**src/rtl/corner_merge_pkg.sv**
```systemverilog
// Shared definitions for corner_merge: end-of-frame marker layout and marker FSM states.
package corner_merge_pkg;

    // Marker layout, MSB first: {EOF_TAG, zero fill, frame record count}
    localparam logic [3:0] EOF_TAG = 4'hF;
    localparam int TAG_W = 4;
    localparam int CNT_W = 16;

    typedef enum logic [0:0] {
        EOF_IDLE  = 1'b0,
        EOF_ARMED = 1'b1
    } eof_state_t;

    // Bit offset of the tag field within a record of width dw
    function automatic int tag_lsb(input int dw);
        return dw - TAG_W;
    endfunction

endpackage

```
**src/rtl/cm_lane_fifo.sv**
```systemverilog
// Per-lane record FIFO; pointers carry one extra wrap bit to tell full from empty.
module cm_lane_fifo #(
    parameter int DW    = 32,
    parameter int DEPTH = 16
) (
    input  logic          c,
    input  logic          rst,
    input  logic          wr,
    input  logic          rd,
    input  logic [DW-1:0] din,
    output logic [DW-1:0] dout,
    output logic          full,
    output logic          empty
);
    localparam int AW = $clog2(DEPTH);

    logic [DW-1:0] mem [DEPTH];
    logic [AW:0]   wp;
    logic [AW:0]   rp;
    logic          do_wr;
    logic          do_rd;

    assign empty = (wp == rp);
    assign full  = (wp[AW] != rp[AW]) && (wp[AW-1:0] == rp[AW-1:0]);
    assign dout  = mem[rp[AW-1:0]];

    // A read in the same cycle frees the slot, so a full FIFO still takes the write
    assign do_rd = rd && !empty;
    assign do_wr = wr && (!full || do_rd);

    always_ff @(posedge c or posedge rst) begin
        if (rst) begin
            wp <= '0;
            rp <= '0;
        end else begin
            if (do_wr) wp <= wp + 1'b1;
            if (do_rd) rp <= rp + 1'b1;
        end
    end

    always_ff @(posedge c) begin
        if (do_wr) mem[wp[AW-1:0]] <= din;
    end

endmodule

```
**src/rtl/corner_merge.sv**
```systemverilog
// Merges LANES detector streams into one registered output with round-robin arbitration,
// per-frame counters and a MAX_QV cap. Define CORNER_MERGE_EOF_EN for the end-of-frame marker.
module corner_merge
    import corner_merge_pkg::*;
#(
    parameter int          LANES  = 4,
    parameter int          DW     = 32,
    parameter int          DEPTH  = 16,
    parameter logic [15:0] MAX_QV = 16'd16383
) (
    input  logic                c,
    input  logic                rst,
    input  logic                en,
    input  logic                fv,
    input  logic [LANES*DW-1:0] d,
    input  logic [LANES-1:0]    dv,
    input  logic                rdy,
    output logic [DW-1:0]       q,
    output logic                qv,
    output logic [15:0]         qv_cnt,
    output logic [15:0]         drop_cnt
);
    localparam int LW = (LANES > 1) ? $clog2(LANES) : 1;

    logic [LANES-1:0] full;
    logic [LANES-1:0] empty;
    logic [LANES-1:0] rd;
    logic [DW-1:0]    lane_dout [LANES];

    logic [LW-1:0] last_lane;
    logic [LW-1:0] grant_lane;
    logic [LW:0]   cand_sum;
    logic          grant_any;
    logic          grant;
    logic          can_load;
    logic          at_limit;
    logic          load_record;
    logic          discard;
    logic          accept;
    logic          counted_valid;
    logic          fv_d;
    logic          fv_rise;
    logic [16:0]   pending_total;
    logic [4:0]    drop_inc;
    logic [16:0]   drop_sum;
    logic [15:0]   drop_next;
    logic [15:0]   qv_next;
    logic          out_valid;
    logic [DW-1:0] out_data;

    for (genvar i = 0; i < LANES; i++) begin : g_lane
        cm_lane_fifo #(.DW(DW), .DEPTH(DEPTH)) u_fifo (
            .c     (c),
            .rst   (rst),
            .wr    (en && dv[i]),
            .rd    (rd[i]),
            .din   (d[i*DW +: DW]),
            .dout  (lane_dout[i]),
            .full  (full[i]),
            .empty (empty[i])
        );
    end

`ifdef CORNER_MERGE_EOF_EN
    localparam int TAG_LSB = tag_lsb(DW);

    eof_state_t    eof_state;
    eof_state_t    eof_next;
    logic          emit_marker;
    logic          out_marker;
    logic [DW-1:0] marker;

    assign counted_valid = out_valid && !out_marker;

    always_ff @(posedge c or posedge rst) begin
        if (rst) eof_state <= EOF_IDLE;
        else     eof_state <= eof_next;
    end

    // Armed on fv falling; fires once everything upstream of q has drained, cancelled by a new frame
    always_comb begin
        eof_next    = eof_state;
        emit_marker = 1'b0;
        marker      = '0;
        marker[TAG_LSB +: TAG_W] = EOF_TAG;
        marker[CNT_W-1:0]        = qv_cnt;
        case (eof_state)
            EOF_IDLE: begin
                if (fv_d && !fv) eof_next = EOF_ARMED;
            end
            EOF_ARMED: begin
                if (fv) begin
                    eof_next = EOF_IDLE;
                end else if ((&empty) && !out_valid) begin
                    emit_marker = 1'b1;
                    eof_next    = EOF_IDLE;
                end
            end
            default: eof_next = EOF_IDLE;
        endcase
    end

    always_ff @(posedge c or posedge rst) begin
        if (rst)              out_marker <= 1'b0;
        else if (load_record) out_marker <= 1'b0;
        else if (emit_marker) out_marker <= 1'b1;
    end
`else
    assign counted_valid = out_valid;
`endif

    // Round-robin search starting just after the last granted lane
    always_comb begin
        grant_any  = 1'b0;
        grant_lane = last_lane;
        cand_sum   = '0;
        for (int k = 1; k <= LANES; k++) begin
            cand_sum = {1'b0, last_lane} + (LW+1)'(k);
            if (cand_sum >= (LW+1)'(LANES)) cand_sum = cand_sum - (LW+1)'(LANES);
            if (!grant_any && !empty[cand_sum[LW-1:0]]) begin
                grant_any  = 1'b1;
                grant_lane = cand_sum[LW-1:0];
            end
        end
    end

    // Once the frame quota is spoken for, granted records are popped and counted as drops
    assign fv_rise       = fv && !fv_d;
    assign can_load      = !out_valid || rdy;
    assign grant         = can_load && grant_any;
    assign pending_total = {1'b0, qv_cnt} + {16'd0, counted_valid};
    assign at_limit      = pending_total >= {1'b0, MAX_QV};
    assign load_record   = grant && !at_limit;
    assign discard       = grant && at_limit;
    assign accept        = counted_valid && rdy;

    always_comb begin
        rd = '0;
        if (grant) rd[grant_lane] = 1'b1;
    end

    always_comb begin
        drop_inc = '0;
        for (int i = 0; i < LANES; i++) begin
            if (en && dv[i] && full[i] && !rd[i]) drop_inc = drop_inc + 5'd1;
        end
        if (discard) drop_inc = drop_inc + 5'd1;
        drop_sum  = {1'b0, (fv_rise ? 16'd0 : drop_cnt)} + {12'd0, drop_inc};
        drop_next = drop_sum[16] ? 16'hFFFF : drop_sum[15:0];
        qv_next   = (fv_rise ? 16'd0 : qv_cnt) + {15'd0, accept};
    end

    always_ff @(posedge c or posedge rst) begin
        if (rst) begin
            out_valid <= 1'b0;
            out_data  <= '0;
            last_lane <= LW'(LANES - 1);
            fv_d      <= 1'b0;
            qv_cnt    <= '0;
            drop_cnt  <= '0;
        end else begin
            fv_d     <= fv;
            qv_cnt   <= qv_next;
            drop_cnt <= drop_next;
            if (grant) last_lane <= grant_lane;
            if (load_record) begin
                out_valid <= 1'b1;
                out_data  <= lane_dout[grant_lane];
            end
`ifdef CORNER_MERGE_EOF_EN
            else if (emit_marker) begin
                out_valid <= 1'b1;
                out_data  <= marker;
            end
`endif
            else if (rdy) begin
                out_valid <= 1'b0;
            end
        end
    end

    assign q  = out_data;
    assign qv = out_valid;

endmodule
```
**config.mk**
```make
export PLATFORM = sky130hd
export DESIGN_NAME = corner_merge
export DESIGN_NICKNAME = d
export VERILOG_FILES = /design/src/rtl/corner_merge_pkg.sv /design/src/rtl/cm_lane_fifo.sv /design/src/rtl/corner_merge.sv
export SDC_FILE = /design/constraint.sdc
export NUM_CORES = 2
export LEC_CHECK = 0
export BUFFER_PORTS_ARGS = -buffer_cell sky130_fd_sc_hd__buf_2
export CORE_MARGIN = 2
export CORE_UTILIZATION = 40
export CTS_CLUSTER_DIAMETER = 150
export CTS_CLUSTER_SIZE = 16
export DETAILED_ROUTE_END_ITERATION = 8
export PLACE_DENSITY_LB_ADDON = 0.2
export SKIP_LAST_GASP = 1
export SYNTH_ARGS = -nofsm -noshare
export SYNTH_HDL_FRONTEND = slang
export SYNTH_SLANG_ARGS = --single-unit
```
**constraint.sdc**
```tcl
create_clock -name c -period 11.8 [get_ports c]
set_input_delay 0.59 -clock c [delete_from_list [all_inputs] [get_ports c]]
set_output_delay 0.59 -clock c [all_outputs]
set_load 0.1 [all_outputs]
```
# After elaboration in Yosys (flattened, before gate mapping)
# Memory sizes are Yosys's and may differ from the RTL's.
# Index checks and enable logic that the tools add are counted.
[classes] eq_ne=12 n_lt_le_gt_ge=12 n_reduce_logical=59 addsub=23 mux=44 bitwise=1
[op_table] operator="$bmux W32 S2" count=1
[op_table] operator="$mux W32" count=2
[op_table] operator="$add A5 B1 Y5 const B" count=12
[op_table] operator="$mux W16" count=3
[op_table] operator="$logic_and A1 B1 Y1" count=33
[op_table] operator="$eq A5 B5 Y1" count=4
[op_table] operator="$logic_not A1 Y1" count=20
[op_table] operator="$mux W1" count=20
[op_table] operator="$mux W5" count=4
[op_table] operator="$add A16 B1 Y17" count=1
[op_table] operator="$add A16 B5 Y17" count=1
[op_table] operator="$ge A17 B14 Y1 const B" count=1
[op_table] operator="$add A16 B1 Y16" count=1
[op_table] operator="$eq A4 B4 Y1" count=4
[op_table] operator="$mux W2" count=8
[op_table] operator="$ge A3 B3 Y1 const B" count=5
[op_table] operator="$lt A2 B3 Y1 const B" count=5
[op_table] operator="$bmux W1 S2" count=4
[op_table] operator="$sub A2 B1 Y2 const B" count=4
[op_table] operator="$add A2 B2 Y3 const B" count=2
[op_table] operator="$logic_or A1 B1 Y1" count=5
[op_table] operator="$mux W4" count=1
[op_table] operator="$ne A1 B1 Y1" count=4
[op_table] operator="$add A2 B1 Y3 const B" count=1
[op_table] operator="other kinds (5)" count=5
[totals] register_bits=108 ram_bits=2048 memories=4 inputBits=137 wordCells=169 output_inout_bits=65
[mem_list] memory="g_lane[0].u_fifo.mem" depth=16 word_bits=32 rd=1 rd_ports_with_merged_regs=0 wr=1 line="cm_lane_fifo.sv:17" rtl="logic [DW-1:0] mem [DEPTH];"
[mem_list] memory="g_lane[1].u_fifo.mem" depth=16 word_bits=32 rd=1 rd_ports_with_merged_regs=0 wr=1 line="cm_lane_fifo.sv:17"
[mem_list] memory="g_lane[2].u_fifo.mem" depth=16 word_bits=32 rd=1 rd_ports_with_merged_regs=0 wr=1 line="cm_lane_fifo.sv:17"
[mem_list] memory="g_lane[3].u_fifo.mem" depth=16 word_bits=32 rd=1 rd_ports_with_merged_regs=0 wr=1 line="cm_lane_fifo.sv:17"

# Depth between registers and ports, before layout
[depth] ltp_word=32 ltp_mapped=28 mapped_depth_nobuf=26

# Cells and area by module
# From an unflattened synthesis, not the netlist that was laid out.
[hier_totals] hier_cells=3895 hier_area_um2=85244.3
[modules_own_cells] mod="cm_lane_fifo" seq_area_each_um2=15625.0 area_per_inst_um2=20148.1 instances=4 cells_each=854
[modules_own_cells] mod="corner_merge" seq_area_each_um2=1704.1 area_per_inst_um2=4652.0 instances=1 cells_each=479

# Worst setup path after synthesis
# OpenSTA, ideal clock, no wires.
[synth_timing] path_kind="reg2reg" start="register g_lane[2].u_fifo.rp[2]" end="register drop_cnt[15]" period_less_slack_ns=5.063 path_buffers=1 required_time_ns=11.668 setup_slack_ns=6.737 t_arrival_ns=4.931 path_stages_with_launch=25 setup_ns=0.132 path_cell_list="dfrtp_1 > buf_2 > xnor2_1 > nand4_1 > or2_1 > o41ai_4 > nor3_1 > nor2_1 > inv_1 > ha_1 > a2111oi_4 > nor2_1 > ha_1 > o21ai_0 > o31ai_1 > ha_1 > a21o_1 > a21oi_1 > o21bai_1 > a21oi_1 > nor3_1 > nor3b_1 > nand3_1 > mux2i_1 > nor2_1"
[synth_between] elab_chain_cells=30 elab_cells_between_ends=55 cone_classes="add/sub (5); order compare (2); eq/ne (2); mux (25); reduce/logical (21)"
[synth_lines] item="start, declared" line="cm_lane_fifo.sv:19" rtl="logic [AW:0] rp;"
[synth_lines] item="start signal, assigned" line="cm_lane_fifo.sv:37" rtl="if (do_rd) rp <= rp + 1'b1;"
[synth_lines] item="$eq A5 B5 Y1" line="cm_lane_fifo.sv:23" rtl="assign empty = (wp == rp);"
[synth_lines] item="$bmux W1 S2" line="corner_merge.sv:120" rtl="if (!grant_any && !empty[cand_sum[LW-1:0]]) begin"
[synth_lines] item="$mux W1 (not written as such)" line="corner_merge.sv:120"
[synth_lines] item="$logic_not A1 Y1" line="corner_merge.sv:120"
[synth_lines] item="$logic_and A1 B1 Y1" line="corner_merge.sv:120"
[synth_lines] item="$mux W1" line="corner_merge.sv:120"
[synth_lines] item="$logic_not A1 Y1" line="corner_merge.sv:120"
[synth_lines] item="$logic_and A1 B1 Y1" line="corner_merge.sv:120"
[synth_lines] item="(+15 left out)"
[synth_lines] item="$mux W5" line="corner_merge.sv:145" rtl="if (en && dv[i] && full[i] && !rd[i]) drop_inc = drop_inc + 5'd1;"
[synth_lines] item="$add A5 B1 Y5" line="corner_merge.sv:145"
[synth_lines] item="$mux W5" line="corner_merge.sv:145"
[synth_lines] item="$add A5 B1 Y5" line="corner_merge.sv:147" rtl="if (discard) drop_inc = drop_inc + 5'd1;"
[synth_lines] item="$mux W5 (*)" line="corner_merge.sv:147"
[synth_lines] item="$add A16 B5 Y17 (*)" line="corner_merge.sv:148" rtl="drop_sum = {1'b0, (fv_rise ? 16'd0 : drop_cnt)} + {12'd0, drop_inc};"
[synth_lines] item="$mux W16 (*)" line="corner_merge.sv:149" rtl="drop_next = drop_sum[16] ? 16'hFFFF : drop_sum[15:0];"
[synth_lines] item="via drop_next[15]" line="corner_merge.sv:46" rtl="logic [15:0] drop_next;"
[synth_lines] item="end signal, assigned" line="corner_merge.sv:164" rtl="drop_cnt <= drop_next;"
[synth_lines] item="end, declared" line="corner_merge.sv:21" rtl="output logic [15:0] drop_cnt"
# Mark *: on every way through the listed nets, which the timed path passes. The rest lies on a longest branch. The select of a mux whose other input is x is not followed.
# A chain may end at the register's enable or synchronous reset.

# Worst setup path in the final report
[layout_timing] start="register g_lane[2].u_fifo.rp[2]" end="register drop_cnt[8]"
# Same word-level chain as after synthesis.

==> metrics.yaml <==
run_status:
  status: "complete, no violations"
worst_setup_path:
  critPathArrivalTime_ns: 7.94
  path_max_fanout: 55
  end_kind: "flip-flop"
  reg2reg_slack_ns: 4.58
  r2r-end: "drop_cnt[8]"
  start_kind: "flip-flop"
  crit_start: "g_lane[2].u_fifo.rp[2]"
  worst-r2r-cell-count: 24
  required_ns: 12.52
  r2r-start: "g_lane[2].u_fifo.rp[2]"
  crit_type: "flip-flop to flip-flop"
sta:
  setup-tns-final_ns: 0
  fin_skew_ns: 0.0395
  finalSetupViolations: 0
  min_period_over_period: 0.612
  timing.fmax_mhz: 139
  rsz0062_at_grt: "no"
  slew-limit-headroom: 0.185
  slew_viol_final: 0
  worstMarginPinSlew_ns: 1.21
  timing.final.hold_violations: 0
  period_needed_ns: 7.22
synth:
  synth_edf_count: 2048
  yosysWarningCount: 0
  yosysUniqueCellTypes: 60
  synth-adder-area-share: 0.00503
  synth_top_cell_area_share: 0.736
  synth_fp_nets: 3902
  synth-simple-area-share: 0.0257
  synthCells: 3732
  synth_top_family_by_area: "multiplexers"
  ys_async_sr_fraction: 0.0501
  synth_xor_area_frac: 0.00838
  ys_seq_elements: 2156
  postSynthAreaPerCell_um2: 22.4
  yosysTopAreaCell: "edfxtp_1"
  synthMuxAreaShare: 0.173
  seq_area_frac_synth: 0.769
  synth_compound_area_frac: 0.00844
  ys_top_cells_by_area: "edfxtp_1, mux4_2, dfrtp_1"
  synthFlopType: "edfxtp_1"
  synth_area_um2: 83500
floorplanning:
  dieArea_um2: 212000
  die_y_um: 461
  core_area_um2: 207000
  ioPinCount: 202
  die_w_um: 461
  floorplan.initialDensity: 0.403
  num_rows: 167
finish:
  area_delta_synth_final_pct: 11.0
  drive_gt1_frac: 0.296
  layout_commonest_cell: "edfxtp_1"
  final_cell_mix: "edfxtp_1, mux4_2, buf_2"
  nFillCells: 17500
  nNetsFinal: 4155
detailed_routing:
  vias_per_cell: 5.57
  routed_wl_um: 206000
  wl_per_cell_um: 30.0
  drtPass1Iterations: 5
  drc_errors: 0
  vias: 38200
  antenna_left: 0
  drt-initial-drc-count: 3901
power_and_ir_drop:
  switchingPower_w: 0.00726
  combinationalPowerShare: 0.329
  power.total_w: 0.0214
  p_int_w: 0.0142
  ir_drop_mv: 0.168
  leakage_nw: 28.9
  power_frac_seq: 0.440
  power_density_nw_per_um2: 231
  clkPwrFrac: 0.231
  p_sw_frac: 0.339
global_route:
  grt_pass1_wl_um: 295000
  overflow: 0
  antenna_found_initial: 53
  first_global_vias: 38700
  grt.total_usage: 0.195
  grt_max_degree: 104
clocking:
  clkTransAtPathRegs_ns: 0.08
  cts_tree: "built"
  cts.path.max_buffers: 3
  cts_setup_buffers: 0
  numCtsBuffers: 152
  numClockSinks: 2156
  ctsHoldBuffers: 2
  cts-root-buf: "clkbuf_16"
  htreeDepth: 4
  postCtsResizedCells: 0
  clock_latency_ns: 0.82
worst_hold_path:
  hold_path_depth: 3
  hp-class: "primary input to flip-flop"
  hold_end: "qv_cnt[0]"
  min_from: "rdy"
placed_design:
  hpwl_um: 115000
  gp_congestion: 0.801
  port_buffers: 201
job:
  cap_viol_max_count: 0
==> layout make-up <==
cell class                      instances  area (µm²)  area share
Tap cell                             2788        3490      0.0376
Antenna cell                           12        30.0    0.000324
Inverter                               21        83.8    0.000904
Clock inverter                          9         105     0.00113
Timing Repair Buffer                  297        1760      0.0189
Sequential cell                      2156       64200       0.693
Multi-Input combinational cell       1357       18900       0.204
Clock buffer                          220        4140      0.0447
==> metal layers <==
metal,wire (µm),GRT usage,part of all wire
met1,87800,0.273,0.43
met2,101000,0.316,0.49
met3,10900,0.0324,0.053
met4,5910,0.0605,0.029
met5,249,0,0.0012
==> through the flow <==
step / cells / area (µm²) / setup WS, ns / hold WS (ns) / utilization
CTS: 6848 / 92700 / 4.43 / 0.0674 / 0.447
global route: 6856 / 92700 / 3.93 / 0.110 / 0.447
finish: 6860 / 92700 / 4.58 / 0.138 / 0.447
global placement: 6617 / 88400 / 4.59 / 0.467 / 0.427
detailed placement: 6617 / 88400 / 4.47 / 0.475 / 0.427
floorplan: 3732 / 83500 / 6.74 / 0.465 / -
==> flip-flops by register name, summed over array words and instances, names as in the netlist <==
signal,flops
drop_cnt,16
q,32
g_lane.u_fifo.rp,20
g_lane.u_fifo.wp,20
last_lane,2
qv,1
g_lane.u_fifo.mem,2048
fv_d,1
qv_cnt,16
==> critical path, stage by stage (launching register included) <==
cell and delay [ns]:
dfrtp_2 0.34, buf_4 0.68, xnor2_1 0.20, nand4_1 0.16, or2_1 0.32, nor3_1 0.46
a31o_4 0.31, buf_4 0.63, nand3_1 0.29, nand2_1 0.17, ha_1 0.35, a2111oi_4 0.40
nor2_1 0.10, ha_1 0.28, o21ai_0 0.10, o31a_1 0.15, fa_1 0.38, nor2b_1 0.15
o21ai_0 0.10, nand2b_1 0.22, a21o_1 0.20, nand2_1 0.13, nor2_1 0.20, nand3_1 0.52
o21ai_0 0.26
==> cell usage after synthesis, types with 12 or more instances <==
master and instances:
edfxtp_1 2048, mux4_2 640, nand2_1 171, nor2_1 163
clkbuf_1 125, dfrtp_1 106, o21ai_0 81, buf_1 57
xnor2_1 55, nand3_1 50, ha_1 32, nor3_1 27
nand4_1 24, xor2_1 23, inv_1 21, nand2b_1 12
==> how the worst max path moves through the flow <==
stage	slack, ns	to
after CTS	4.43	drop_cnt[8]
final	4.58	drop_cnt[8]
after global placement	4.59	drop_cnt[2]
after global routing	3.93	drop_cnt[11]
after floorplan	6.74	drop_cnt[15]
after detailed placement	4.47	drop_cnt[8]
==> power groups by stage <==
stage	clock [W]	sequential, W	combinational [W]
detailed placement	0	0.00963	0.00720
floorplan	0	0.00968	0.00448
global route	0.00534	0.00950	0.00747
global placement	0	0.00961	0.00719
finish	0.00494	0.00942	0.00706
CTS	0.00508	0.00946	0.00721
==> kinds of logic after synthesis <==
kind of cell,count (synthesis)
buf+inv,219
fa+ha+maj,33
xor+xnor,79
other cells,1
mux,645
compound gates,113
flops,2156
simple gates,486
No activity file was read; power rests on OpenSTA's default activity.
